**config.mk**
```make
export PLATFORM = sky130hd
export DESIGN_NAME = pipe_hazard_ctrl_flat
export DESIGN_NICKNAME = d
export VERILOG_FILES = /design/src/rtl/pipe_hazard_ctrl_if.sv /design/src/rtl/pipe_hazard_ctrl.sv /design/src/flat_wrapper.sv
export SDC_FILE = /design/constraint.sdc
export NUM_CORES = 1
export LEC_CHECK = 0
export ABC_AREA = 0
export BUFFER_PORTS_ARGS = -buffer_cell sky130_fd_sc_hd__buf_2
export CAP_MARGIN = 20
export CORE_MARGIN = 3
export CORE_UTILIZATION = 32
export DETAILED_ROUTE_END_ITERATION = 6
export HOLD_SLACK_MARGIN = 0.03
export SYNTH_ARGS = -nofsm -noshare
export SYNTH_HDL_FRONTEND = slang
export SYNTH_SLANG_ARGS = --single-unit
export TNS_END_PERCENT = 5
```
**constraint.sdc**
```tcl
create_clock -name clk_i -period 2.6 [get_ports clk_i]
set_input_delay 0.13 -clock clk_i [delete_from_list [all_inputs] [get_ports clk_i]]
set_output_delay 0.13 -clock clk_i [all_outputs]
set_load 0.005 [all_outputs]
```
**src/rtl/pipe_hazard_ctrl_if.sv**
```systemverilog
// Hazard-control bundle between the 5-stage pipeline and pipe_hazard_ctrl.
// master: pipeline side. It drives the hazard inputs and receives the controls.
// slave : the controller. It receives the hazard inputs and drives the controls
//         and the performance counters.
// Signals:
//   ifid_rs_i/ifid_rt_i/ifid_uses_rt_i : source fields of the IF/ID instruction
//   idex_memread_i/idex_rt_i           : load in ID/EX and its destination
//   branch_taken_i, mem_stall_i        : branch resolution and data-memory busy
//   pc_write_o, ifid_hazard_o, ifid_flush_o, idex_bubble_o, halt_o : controls
//   stall_cnt_o, flush_cnt_o, timeout_o                            : status
interface pipe_hazard_ctrl_if #(
    parameter int CNT_W = 16
);
    logic [4:0]       ifid_rs_i;
    logic [4:0]       ifid_rt_i;
    logic             ifid_uses_rt_i;
    logic             idex_memread_i;
    logic [4:0]       idex_rt_i;
    logic             branch_taken_i;
    logic             mem_stall_i;
    logic             pc_write_o;
    logic             ifid_hazard_o;
    logic             ifid_flush_o;
    logic             idex_bubble_o;
    logic             halt_o;
    logic [CNT_W-1:0] stall_cnt_o;
    logic [CNT_W-1:0] flush_cnt_o;
    logic             timeout_o;

    modport master (
        output ifid_rs_i, ifid_rt_i, ifid_uses_rt_i, idex_memread_i, idex_rt_i,
               branch_taken_i, mem_stall_i,
        input  pc_write_o, ifid_hazard_o, ifid_flush_o, idex_bubble_o, halt_o,
               stall_cnt_o, flush_cnt_o, timeout_o
    );

    modport slave (
        input  ifid_rs_i, ifid_rt_i, ifid_uses_rt_i, idex_memread_i, idex_rt_i,
               branch_taken_i, mem_stall_i,
        output pc_write_o, ifid_hazard_o, ifid_flush_o, idex_bubble_o, halt_o,
               stall_cnt_o, flush_cnt_o, timeout_o
    );
endinterface

```
**src/rtl/pipe_hazard_ctrl.sv**
```systemverilog
// Central stall/flush sequencer for the 5-stage pipeline.
// The sequencer handles three events in this priority order:
//   1. Data-memory stall: the whole pipeline freezes.
//   2. Load-use hazard: IF/ID and the PC hold for one cycle, and a bubble goes into ID/EX.
//   3. Taken-branch flush: IF/ID is cleared.
// A branch that resolves during a freeze is remembered and flushes on release.
// Ports:
//   clk_i : clock, rising edge
//   rst_i : synchronous reset, active high. It forces all controls low.
//   hz    : hazard bundle, slave side. See pipe_hazard_ctrl_if.
// The controls are combinational from state and inputs. The saturating
// counters and the sticky watchdog flag are registered.
module pipe_hazard_ctrl #(
    parameter int CNT_W       = 16,
    parameter int LIMIT_W     = 8,
    parameter int STALL_LIMIT = 255
) (
    input  logic                clk_i,
    input  logic                rst_i,
    pipe_hazard_ctrl_if.slave   hz
);

    typedef enum logic {RUN, MEM_WAIT} state_t;

    state_t             state;
    logic               pend_flush;
    logic [LIMIT_W-1:0] wd_cnt;
    logic [CNT_W-1:0]   stall_cnt;
    logic [CNT_W-1:0]   flush_cnt;
    logic               timeout;

    logic load_use;
    logic flush_req;
    logic pc_write, hazard, flush, bubble, halt;

    // A load to r0 never creates a hazard. The rt field only matters when
    // the IF/ID instruction actually reads it.
    assign load_use = hz.idex_memread_i && (hz.idex_rt_i != 5'd0) &&
                      ((hz.idex_rt_i == hz.ifid_rs_i) ||
                       (hz.ifid_uses_rt_i && (hz.idex_rt_i == hz.ifid_rt_i)));

    assign flush_req = hz.branch_taken_i || pend_flush;

    always_comb begin
        pc_write = 1'b0;
        hazard   = 1'b0;
        flush    = 1'b0;
        bubble   = 1'b0;
        halt     = 1'b0;
        if (!rst_i) begin
            if (hz.mem_stall_i) begin
                halt     = 1'b1;
            end else if (load_use) begin
                hazard   = 1'b1;
                bubble   = 1'b1;
            end else if (flush_req) begin
                flush    = 1'b1;
                pc_write = 1'b1;
            end else begin
                pc_write = 1'b1;
            end
        end
    end

    always_ff @(posedge clk_i) begin
        if (rst_i) begin
            state      <= RUN;
            pend_flush <= 1'b0;
            wd_cnt     <= '0;
            stall_cnt  <= '0;
            flush_cnt  <= '0;
            timeout    <= 1'b0;
        end else begin
            if (hz.mem_stall_i) begin
                state <= MEM_WAIT;
                // On entry from RUN, the watchdog restarts at one stalled cycle.
                if (state == RUN)
                    wd_cnt <= LIMIT_W'(1);
                else if (wd_cnt != {LIMIT_W{1'b1}})
                    wd_cnt <= wd_cnt + 1'b1;
                if (wd_cnt == LIMIT_W'(STALL_LIMIT - 1))
                    timeout <= 1'b1;
                // The branch pulse is not held by its source during a freeze,
                // so it is latched here.
                if (hz.branch_taken_i)
                    pend_flush <= 1'b1;
            end else begin
                state  <= RUN;
                wd_cnt <= '0;
                // A load-use stall keeps the pending flush for the next cycle.
                if (!load_use && flush_req)
                    pend_flush <= 1'b0;
            end

            if (!pc_write && (stall_cnt != {CNT_W{1'b1}}))
                stall_cnt <= stall_cnt + 1'b1;
            if (flush && (flush_cnt != {CNT_W{1'b1}}))
                flush_cnt <= flush_cnt + 1'b1;
        end
    end

    assign hz.pc_write_o    = pc_write;
    assign hz.ifid_hazard_o = hazard;
    assign hz.ifid_flush_o  = flush;
    assign hz.idex_bubble_o = bubble;
    assign hz.halt_o        = halt;
    assign hz.stall_cnt_o   = stall_cnt;
    assign hz.flush_cnt_o   = flush_cnt;
    assign hz.timeout_o     = timeout;

endmodule

```
**src/flat_wrapper.sv**
```systemverilog
// flat-port wrapper written by rule: the top's interface ports become plain ports
module pipe_hazard_ctrl_flat 
#(
    parameter int CNT_W       = 16,
    parameter int LIMIT_W     = 8,
    parameter int STALL_LIMIT = 255
)
  (clk_i, rst_i, hz_ifid_rs_i, hz_ifid_rt_i, hz_ifid_uses_rt_i, hz_idex_memread_i, hz_idex_rt_i, hz_branch_taken_i, hz_mem_stall_i, hz_pc_write_o, hz_ifid_hazard_o, hz_ifid_flush_o, hz_idex_bubble_o, hz_halt_o, hz_stall_cnt_o, hz_flush_cnt_o, hz_timeout_o);
  pipe_hazard_ctrl_if #(.CNT_W(CNT_W)) hz_i ();
  input  logic clk_i;
  input  logic rst_i;
  input wire logic [$bits(hz_i.ifid_rs_i)-1:0] hz_ifid_rs_i;
  input wire logic [$bits(hz_i.ifid_rt_i)-1:0] hz_ifid_rt_i;
  input wire logic [$bits(hz_i.ifid_uses_rt_i)-1:0] hz_ifid_uses_rt_i;
  input wire logic [$bits(hz_i.idex_memread_i)-1:0] hz_idex_memread_i;
  input wire logic [$bits(hz_i.idex_rt_i)-1:0] hz_idex_rt_i;
  input wire logic [$bits(hz_i.branch_taken_i)-1:0] hz_branch_taken_i;
  input wire logic [$bits(hz_i.mem_stall_i)-1:0] hz_mem_stall_i;
  output wire logic [$bits(hz_i.pc_write_o)-1:0] hz_pc_write_o;
  output wire logic [$bits(hz_i.ifid_hazard_o)-1:0] hz_ifid_hazard_o;
  output wire logic [$bits(hz_i.ifid_flush_o)-1:0] hz_ifid_flush_o;
  output wire logic [$bits(hz_i.idex_bubble_o)-1:0] hz_idex_bubble_o;
  output wire logic [$bits(hz_i.halt_o)-1:0] hz_halt_o;
  output wire logic [$bits(hz_i.stall_cnt_o)-1:0] hz_stall_cnt_o;
  output wire logic [$bits(hz_i.flush_cnt_o)-1:0] hz_flush_cnt_o;
  output wire logic [$bits(hz_i.timeout_o)-1:0] hz_timeout_o;
  assign hz_i.ifid_rs_i = hz_ifid_rs_i;
  assign hz_i.ifid_rt_i = hz_ifid_rt_i;
  assign hz_i.ifid_uses_rt_i = hz_ifid_uses_rt_i;
  assign hz_i.idex_memread_i = hz_idex_memread_i;
  assign hz_i.idex_rt_i = hz_idex_rt_i;
  assign hz_i.branch_taken_i = hz_branch_taken_i;
  assign hz_i.mem_stall_i = hz_mem_stall_i;
  assign hz_pc_write_o = hz_i.pc_write_o;
  assign hz_ifid_hazard_o = hz_i.ifid_hazard_o;
  assign hz_ifid_flush_o = hz_i.ifid_flush_o;
  assign hz_idex_bubble_o = hz_i.idex_bubble_o;
  assign hz_halt_o = hz_i.halt_o;
  assign hz_stall_cnt_o = hz_i.stall_cnt_o;
  assign hz_flush_cnt_o = hz_i.flush_cnt_o;
  assign hz_timeout_o = hz_i.timeout_o;
  pipe_hazard_ctrl #(.CNT_W(CNT_W), .LIMIT_W(LIMIT_W), .STALL_LIMIT(STALL_LIMIT)) u_core (.clk_i(clk_i), .rst_i(rst_i), .hz(hz_i));
endmodule
```
==> impl_metrics.toml, run 1 <==
[clock_network]
path_clk_slew_ps = 80
clockRootBuffer = "clkbuf_8"
cts_num_sinks = 43
numCtsBuffers = 5
clk_latency_ps = 300
post_cts_resized = 0
htree_levels = 2
cts_tree = "done"
ctsLongestPathBuffers = 2
cts_setup_buffers = 0
postCtsHoldBufs = 0

[final_layout]
layout_common_cells = "58 x buf_2, 43 x dfxtp_1, 24 x a21oi_1, 21 x nand2_1, 18 x nor2_1"
fin_nets = 347
drive_above_1_share_pct = 24.8
final_common_cell = "buf_2"
utilization_pct = 41.4
syn_to_final_growth_pct = 21.7
n_antenna_cell = 0

[setup_path]
crit_chain = "ha_1, and2_1, and4_1, a32oi_2, nand2_2, nor4_1, mux2_2"
slowest_stage = "dfxtp_1"
rrSetupSlack_ps = 210
r2r_cells = 7
critPathLaunchType = "register"
arrival_ps = 2580
max_stage_delay_ps = 380
crit_required_ps = 2790
timing.rr.start = "u_core.hz.stall_cnt_o[0]"
timing.rr.end = "u_core.hz.stall_cnt_o[13]"
end_kind = "register"
crit_type = "register to register"
path_max_fanout = 16

[die]
die_y_um = 89.5
core_area_sq_um = 6570
dieArea_sq_um = 8020
row_count = 29
pin_count = 59
die_x_um = 89.5
initial_utilization_pct = 34.0

[synth]
yosysTopAreaCellShare_pct = 38.5
async_flop_share_pct = 0
synthesis.area_sq_um = 2230
yosysWarnings = 0
seq_area_frac_synth_pct = 38.5
synth-main-ff-cell = "dfxtp_1"
syn_avg_cell_area_sq_um = 8.46
synth_area_leader_cell = "dfxtp_1"
synth-edff-count = 0
synthCells = 264
syn-num-nets = 289
ys_top_cells_by_area = "dfxtp_1 39%, a21oi_1 5.4%, xnor2_1 5.1%"
synth.distinct_cells = 45
yosys_register_bits = 43

[drt]
first_iter_violations = 99
dr.pass1.iters = 4
post_drt_wl_per_cell_um = 13.3
wirelength_um = 5520
viasPerCell = 5.19
route.vias.total = 2158
drtAntennaViolNets = 0
drc = 0

[sta]
rsz0062_at_grt = "no"
skew_ps = 8.64
setup_violations = 0
timing.slew.headroom_pct = 69.1
finalHoldViolCount = 0
worst_slew_pin_slew_ps = 459
period_minus_slack_ps = 2390
tns_ps = 0
max_freq_mhz = 418
fin_crit_sh_pct = 92.0
slew_violations = 0

[place]
numPortBuffers = 58
place.gp.congestion = 0.796
dpl.hpwl_um = 4000

[global_routing]
met2_usage_pct = 23.6
top_usage_layer = "met2"
grt_use_met3_pct = 3.50
grt_first_pass_wirelength_um = 9360
met1_usage_pct = 19.4
antenna_found_initial = 0
grt_pass1_vias = 1996
grt_max_degree = 35
grt_util_all_layers_pct = 14.7
overflow = 0

[hold_path]
whs_path_depth = 3
hold_path.class = "input pin to register"
hold_path_startpoint = "hz_branch_taken_i"
hold_end = "u_core.pend_flush"

[pwr]
powerDensity_nw_per_um2 = 466
ir_worst_vdd_v = 0.000207
power_leakage_uw = 0.00105

[status]
status = "finished, final reports clean"

[flow_run]
cap_violations = 0
through the flow:
stage	setup slack [ps]	instances	hold WS [ps]	power, uW	area (sq um)
2_1_floorplan	530	264	246	761	2230
3_3_place_gp	324	408	419	810	2620
3_5_place_dp	247	408	421	814	2620
4_1_cts	227	416	90.3	1290	2720
5_1_grt	34.3	416	117	1330	2720
6_report	207	416	108	1270	2720
layer usage:
metal | routed length, um | vias to the layer above
met5 | 0 | -
met4 | 41 | 0
met2 | 2470 | 51
li1 | - | 1099
met1 | 2700 | 1005
met3 | 301 | 3
how the worst max path moves through the flow:
| stage | from | cells after the start | endpoint | slack, ps |
|---|---|---|---|---|
| final | u_core.hz.stall_cnt_o[0] | 7 | u_core.hz.stall_cnt_o[13] | 210 |
| after global routing | u_core.hz.stall_cnt_o[0] | 7 | u_core.hz.stall_cnt_o[13] | 30 |
| after CTS | u_core.hz.stall_cnt_o[0] | 7 | u_core.hz.stall_cnt_o[13] | 230 |
| after detailed placement | u_core.hz.stall_cnt_o[0] | 7 | u_core.hz.stall_cnt_o[13] | 250 |
| after global placement | u_core.hz.stall_cnt_o[0] | 7 | u_core.hz.stall_cnt_o[13] | 320 |
| after floorplan | u_core.hz.stall_cnt_o[0] | 8 | u_core.hz.stall_cnt_o[11] | 530 |
state kept, by name, summed over array words and instances, names as in the netlist:
signal and cells:
u_core.hz.flush_cnt_o 16, u_core.hz.stall_cnt_o 16, u_core.wd_cnt 8, u_core.hz.timeout_o 1, u_core.pend_flush 1, u_core.state 1
kinds of logic after synthesis:
logic type	share of synthesized area, %
XOR/XNOR	6.67
adder cells (fa/ha/maj)	2.24
AO/OA/AOI/OAI	20.5
flip-flops	38.5
AND/OR/NAND/NOR	27.2
buffers and inverters	2.86
multiplexers	1.96
synth_stat cells (4+ instances only):
| cell type | count |
|---|---|
| dfxtp_1 | 43 |
| a21oi_1 | 24 |
| nand2_1 | 21 |
| nor2_1 | 18 |
| nand3_1 | 17 |
| o21ai_0 | 15 |
| xnor2_1 | 13 |
| or3_1 | 12 |
| nand4_1 | 8 |
| and3_1 | 7 |
| or4_1 | 7 |
| nor3_1 | 6 |
| clkbuf_1 | 5 |
| inv_1 | 5 |
| nor2b_1 | 5 |
| o31ai_1 | 5 |
| ha_1 | 4 |
| xor2_1 | 4 |
report_power, final:
part	switching, uW	internal [uW]
logic	66.3	49.8
clock network	226	243
registers	14.5	668
layout make-up:
type | instances | area, sq um
fillers | 694 | 3850
multi-input cells | 206 | 1310
flip-flops and latches | 43 | 861
repair buffers | 61 | 313
well taps | 93 | 116
clock buffers | 8 | 100
inverters | 5 | 18.8
critical path: cells and delay by family, from the launching register on:
kind,cells,cell delay (ps)
fa+ha+maj,1,240
compound gates,1,310
simple gates,4,980
flops,1,380
mux,1,370
(Power assumes the default switching activity.)
==> run 2, diff against run 1 <==
==> constraint.sdc (replaced) <==
create_clock -name clk_i -period 2.7 [get_ports clk_i]
set_input_delay 0.135 -clock clk_i [delete_from_list [all_inputs] [get_ports clk_i]]
set_output_delay 0.135 -clock clk_i [all_outputs]
set_load 0.005 [all_outputs]
==> impl_metrics.toml, run 2 (same netlist as run 1, synthesis figures left out) <==
[drt]
drc = 0
post_drt_wl_per_cell_um = 12.8
drtAntennaViolNets = 0
wirelength_um = 5330
first_iter_violations = 98
viasPerCell = 5.15
dr.pass1.iters = 4
route.vias.total = 2143

[clock_network]
numCtsBuffers = 5
clockRootBuffer = "clkbuf_8"
ctsLongestPathBuffers = 2
post_cts_resized = 0
cts_setup_buffers = 0
clk_latency_ps = 290
cts_tree = "done"
cts_num_sinks = 43
htree_levels = 2
path_clk_slew_ps = 80
postCtsHoldBufs = 0

[hold_path]
hold_end = "u_core.pend_flush"
whs_path_depth = 3
hold_path.class = "input pin to register"
hold_path_startpoint = "hz_branch_taken_i"

[final_layout]
drive_above_1_share_pct = 24.8
utilization_pct = 41.4
n_antenna_cell = 0
fin_nets = 347
layout_common_cells = "58 x buf_2, 43 x dfxtp_1, 24 x a21oi_1, 21 x nand2_1, 18 x nor2_1"
layout.cells.non_filler = 416
syn_to_final_growth_pct = 21.7
final_common_cell = "buf_2"

[status]
status = "finished, final reports clean"

[setup_path]
max_stage_delay_ps = 360
rrSetupSlack_ps = 360
slowest_stage = "dfxtp_1"
critPathLaunchType = "register"
crit_required_ps = 2880
arrival_ps = 2520
timing.rr.end = "u_core.hz.stall_cnt_o[13]"
path_max_fanout = 16
crit_type = "register to register"
crit_chain = "ha_1, and2_1, and4_1, a32oi_2, nand2_2, nor4_1, mux2_2"
timing.rr.start = "u_core.hz.stall_cnt_o[0]"
end_kind = "register"
r2r_cells = 7

[sta]
rsz0062_at_grt = "no"
worst_slew_pin_slew_ps = 412
max_freq_mhz = 427
setup_violations = 0
tns_ps = 0
skew_ps = 6.91
finalHoldViolCount = 0
period_minus_slack_ps = 2340
slew_violations = 0
fin_crit_sh_pct = 86.7
timing.slew.headroom_pct = 72.6

[die]
pin_count = 59
initial_utilization_pct = 34.0
dieArea_sq_um = 8020
die_y_um = 89.5
row_count = 29
die_x_um = 89.5
core_area_sq_um = 6570

[place]
place_inst = 408
place.gp.congestion = 0.797
numPortBuffers = 58
dpl.hpwl_um = 3940

[pwr]
ir_worst_vdd_v = 0.000162
powerDensity_nw_per_um2 = 447
power_leakage_uw = 0.00105

[global_routing]
met1_usage_pct = 18.9
top_usage_layer = "met2"
antenna_found_initial = 0
grt_pass1_vias = 1990
met2_usage_pct = 22.4
overflow = 0
grt_use_met3_pct = 3.41
grt_max_degree = 35
grt_first_pass_wirelength_um = 8970
grt_util_all_layers_pct = 14.2

[flow_run]
cap_violations = 0
run 2: cell counts in the layout (fill, tap and decap cells not counted):
No cell type changed its count.
run 2: where the power goes:
part	internal [uW]	total [uW]	switching, uW
Combinational	47.9	110	61.7
Sequential	643	655	12.1
Clock	234	451	218
run 2: worst max path at each step:
stage | from | end | slack [ps] | cells after the start
2_1_floorplan | u_core.hz.stall_cnt_o[0] | u_core.hz.stall_cnt_o[11] | 630 | 8
3_3_place_gp | u_core.hz.stall_cnt_o[0] | u_core.hz.stall_cnt_o[13] | 430 | 7
3_5_place_dp | u_core.hz.stall_cnt_o[0] | u_core.hz.stall_cnt_o[13] | 350 | 7
4_1_cts | u_core.hz.stall_cnt_o[0] | u_core.hz.stall_cnt_o[13] | 320 | 7
5_1_grt | u_core.hz.stall_cnt_o[0] | u_core.hz.stall_cnt_o[13] | 170 | 7
6_report | u_core.hz.stall_cnt_o[0] | u_core.hz.stall_cnt_o[13] | 360 | 7
run 2: layout make-up:
cell class,instances,area (sq um)
fill,653,3850
sequential,43,861
tap,93,116
timing repair buffer,61,313
multi-input combinational,206,1310
inverter,5,18.8
clock buffer,8,100
run 2: worst max-delay path, delay by kind of cell (launching register included):
family	cells	cell delay, ps
simple gates	4	970
compound gates	1	310
mux	1	360
flops	1	360
fa+ha+maj	1	230
run 2: per-stage QoR:
step | instance area [sq um] | total power [uW] | hold WS [ps] | setup slack [ps]
2_1_floorplan | 2230 | 732 | 251 | 630
3_3_place_gp | 2620 | 780 | 421 | 428
3_5_place_dp | 2620 | 781 | 428 | 345
4_1_cts | 2720 | 1240 | 103 | 321
5_1_grt | 2720 | 1270 | 137 | 166
6_report | 2720 | 1220 | 121 | 359
run 2: metal layers:
metal | vias to the layer above | part of all wire (%) | routed length, um
li1 | 1104 | - | -
met1 | 981 | 49 | 2630
met2 | 50 | 44 | 2340
met3 | 8 | 5.5 | 293
met4 | 0 | 1.3 | 67
met5 | - | 0 | 0
==> run 3, diff against run 2 <==
--- a/config.mk
+++ b/config.mk
@@ -7,9 +7,10 @@
 export LEC_CHECK = 0
 export ABC_AREA = 0
 export BUFFER_PORTS_ARGS = -buffer_cell sky130_fd_sc_hd__buf_2
-export CAP_MARGIN = 20
+export CAP_MARGIN = 25
 export CORE_MARGIN = 3
 export CORE_UTILIZATION = 32
+export CTS_BUF_LIST = sky130_fd_sc_hd__clkbuf_4
 export DETAILED_ROUTE_END_ITERATION = 6
 export HOLD_SLACK_MARGIN = 0.03
 export SYNTH_ARGS = -nofsm -noshare
==> impl_metrics.toml, run 3 (same netlist as run 1, synthesis figures left out) <==
[final_layout]
layout_common_cells = "58 x buf_2, 43 x dfxtp_1, 24 x a21oi_1, 21 x nand2_1, 18 x nor2_1"
final_common_cell = "buf_2"
fin_nets = 347
n_antenna_cell = 0
utilization_pct = 40.7
fin_area_sq_um = 2670
syn_to_final_growth_pct = 19.6
drive_above_1_share_pct = 24.5
n_fill_cell = 664

[sta]
skew_ps = 11.7
period_minus_slack_ps = 2360
setup_violations = 0
rsz0062_at_grt = "no"
timing.slew.headroom_pct = 72.6
tns_ps = 0
hold_slack_ps = 57.0
worst_slew_pin_slew_ps = 411
max_freq_mhz = 424
fin_crit_sh_pct = 87.4
finalHoldViolCount = 0
slew_violations = 0
worst_slack_ps = 341

[clock_network]
numCtsBuffers = 5
path_clk_slew_ps = 130
clockRootBuffer = "clkbuf_4"
clk_latency_ps = 350
post_cts_resized = 0
htree_levels = 2
postCtsHoldBufs = 0
cts_tree = "done"
cts_setup_buffers = 0
ctsLongestPathBuffers = 2
cts_num_sinks = 43

[setup_path]
slowest_stage = "dfxtp_1"
crit_required_ps = 2940
arrival_ps = 2600
crit_type = "register to register"
end_kind = "register"
path_max_fanout = 16
crit_chain = "ha_1, and2_1, and4_1, a32oi_2, nand2_2, nor4_1, mux2_2"
max_stage_delay_ps = 380
critPathLaunchType = "register"

[die]
initial_utilization_pct = 34.0
dieArea_sq_um = 8020
die_x_um = 89.5
die_y_um = 89.5
core_area_sq_um = 6570
pin_count = 59
row_count = 29

[place]
place.gp.congestion = 0.797
dpl.hpwl_um = 3940
placed_area_sq_um = 2620
numPortBuffers = 58
pre_cts_slack_ps = 345

[global_routing]
grt_util_all_layers_pct = 14.2
antenna_found_initial = 0
grt_pass1_vias = 1992
overflow = 0
grt_max_degree = 35
grt_first_pass_wirelength_um = 8980

[drt]
first_iter_violations = 98
wirelength_um = 5320
route.vias.total = 2139
viasPerCell = 5.14
dr.pass1.iters = 4
post_drt_wl_per_cell_um = 12.8
drc = 0
drtAntennaViolNets = 0

[flow_run]
cap_violations = 0

[pwr]
ir_worst_vdd_v = 0.000155
powerDensity_nw_per_um2 = 404
power_leakage_uw = 0.00103

[hold_path]
hold_path.class = "input pin to register"

[status]
status = "finished, final reports clean"
==> run 3: cell count changes in the layout (fill, tap and decap cells not counted) <==
cell / change
clkbuf_1: -1
clkbuf_4: +6
clkbuf_8: -7
clkinv_1: +2
==> run 3: critical path, delay by kind of cell, from the launching register on <==
| kind | cells | cell delay (ps) |
|---|---|---|
| mux | 1 | 360 |
| flops | 1 | 380 |
| fa+ha+maj | 1 | 230 |
| simple gates | 4 | 980 |
| compound gates | 1 | 310 |
==> run 3: routing by layer <==
metal / vias to the layer above / global-route usage [%] / wire, um
met5: - / 0 / 0
met4: 0 / 3.52 / 29
met3: 2 / 4.52 / 338
met2: 52 / 22.3 / 2350
met1: 981 / 18.8 / 2600
li1: 1104 / - / -
==> run 3: metrics by stage <==
step | total power [uW] | instances
finish | 1080 | 416
global route | 1140 | 416
CTS | 1100 | 416
detailed placement | 781 | 408
global placement | 780 | 408
floorplan | 732 | 264
==> run 3: layout make-up <==
| type | count | area (sq um) | area share (%) |
|---|---|---|---|
| tap | 93 | 116 | 4.36 |
| inverter | 5 | 18.8 | 0.703 |
| clock buffer | 6 | 45.0 | 1.69 |
| sequential | 43 | 861 | 32.2 |
| multi-input combinational | 206 | 1310 | 49.0 |
| clock inverter | 2 | 7.51 | 0.281 |
| timing repair buffer | 61 | 313 | 11.7 |
==> run 3: final timing paths <==
kind                             from                   endpoint  slack, ps  depth (start not counted)
min                 hz_branch_taken_i          u_core.pend_flush         60                          3
min reg2reg              u_core.state           u_core.wd_cnt[0]        460                          1
max reg2reg  u_core.hz.stall_cnt_o[0]  u_core.hz.stall_cnt_o[13]        340                          7
max          u_core.hz.stall_cnt_o[0]  u_core.hz.stall_cnt_o[13]        340                          7
==> run 3: power breakdown <==
part | internal (uW) | switching [uW] | total [uW] | leakage (uW)
Sequential | 644 | 12.1 | 656 | 0.000348
Combinational | 48.0 | 61.7 | 110 | 0.000652
Clock | 107 | 206 | 313 | 0.0000307
Total | 799 | 279 | 1080 | 0.00103
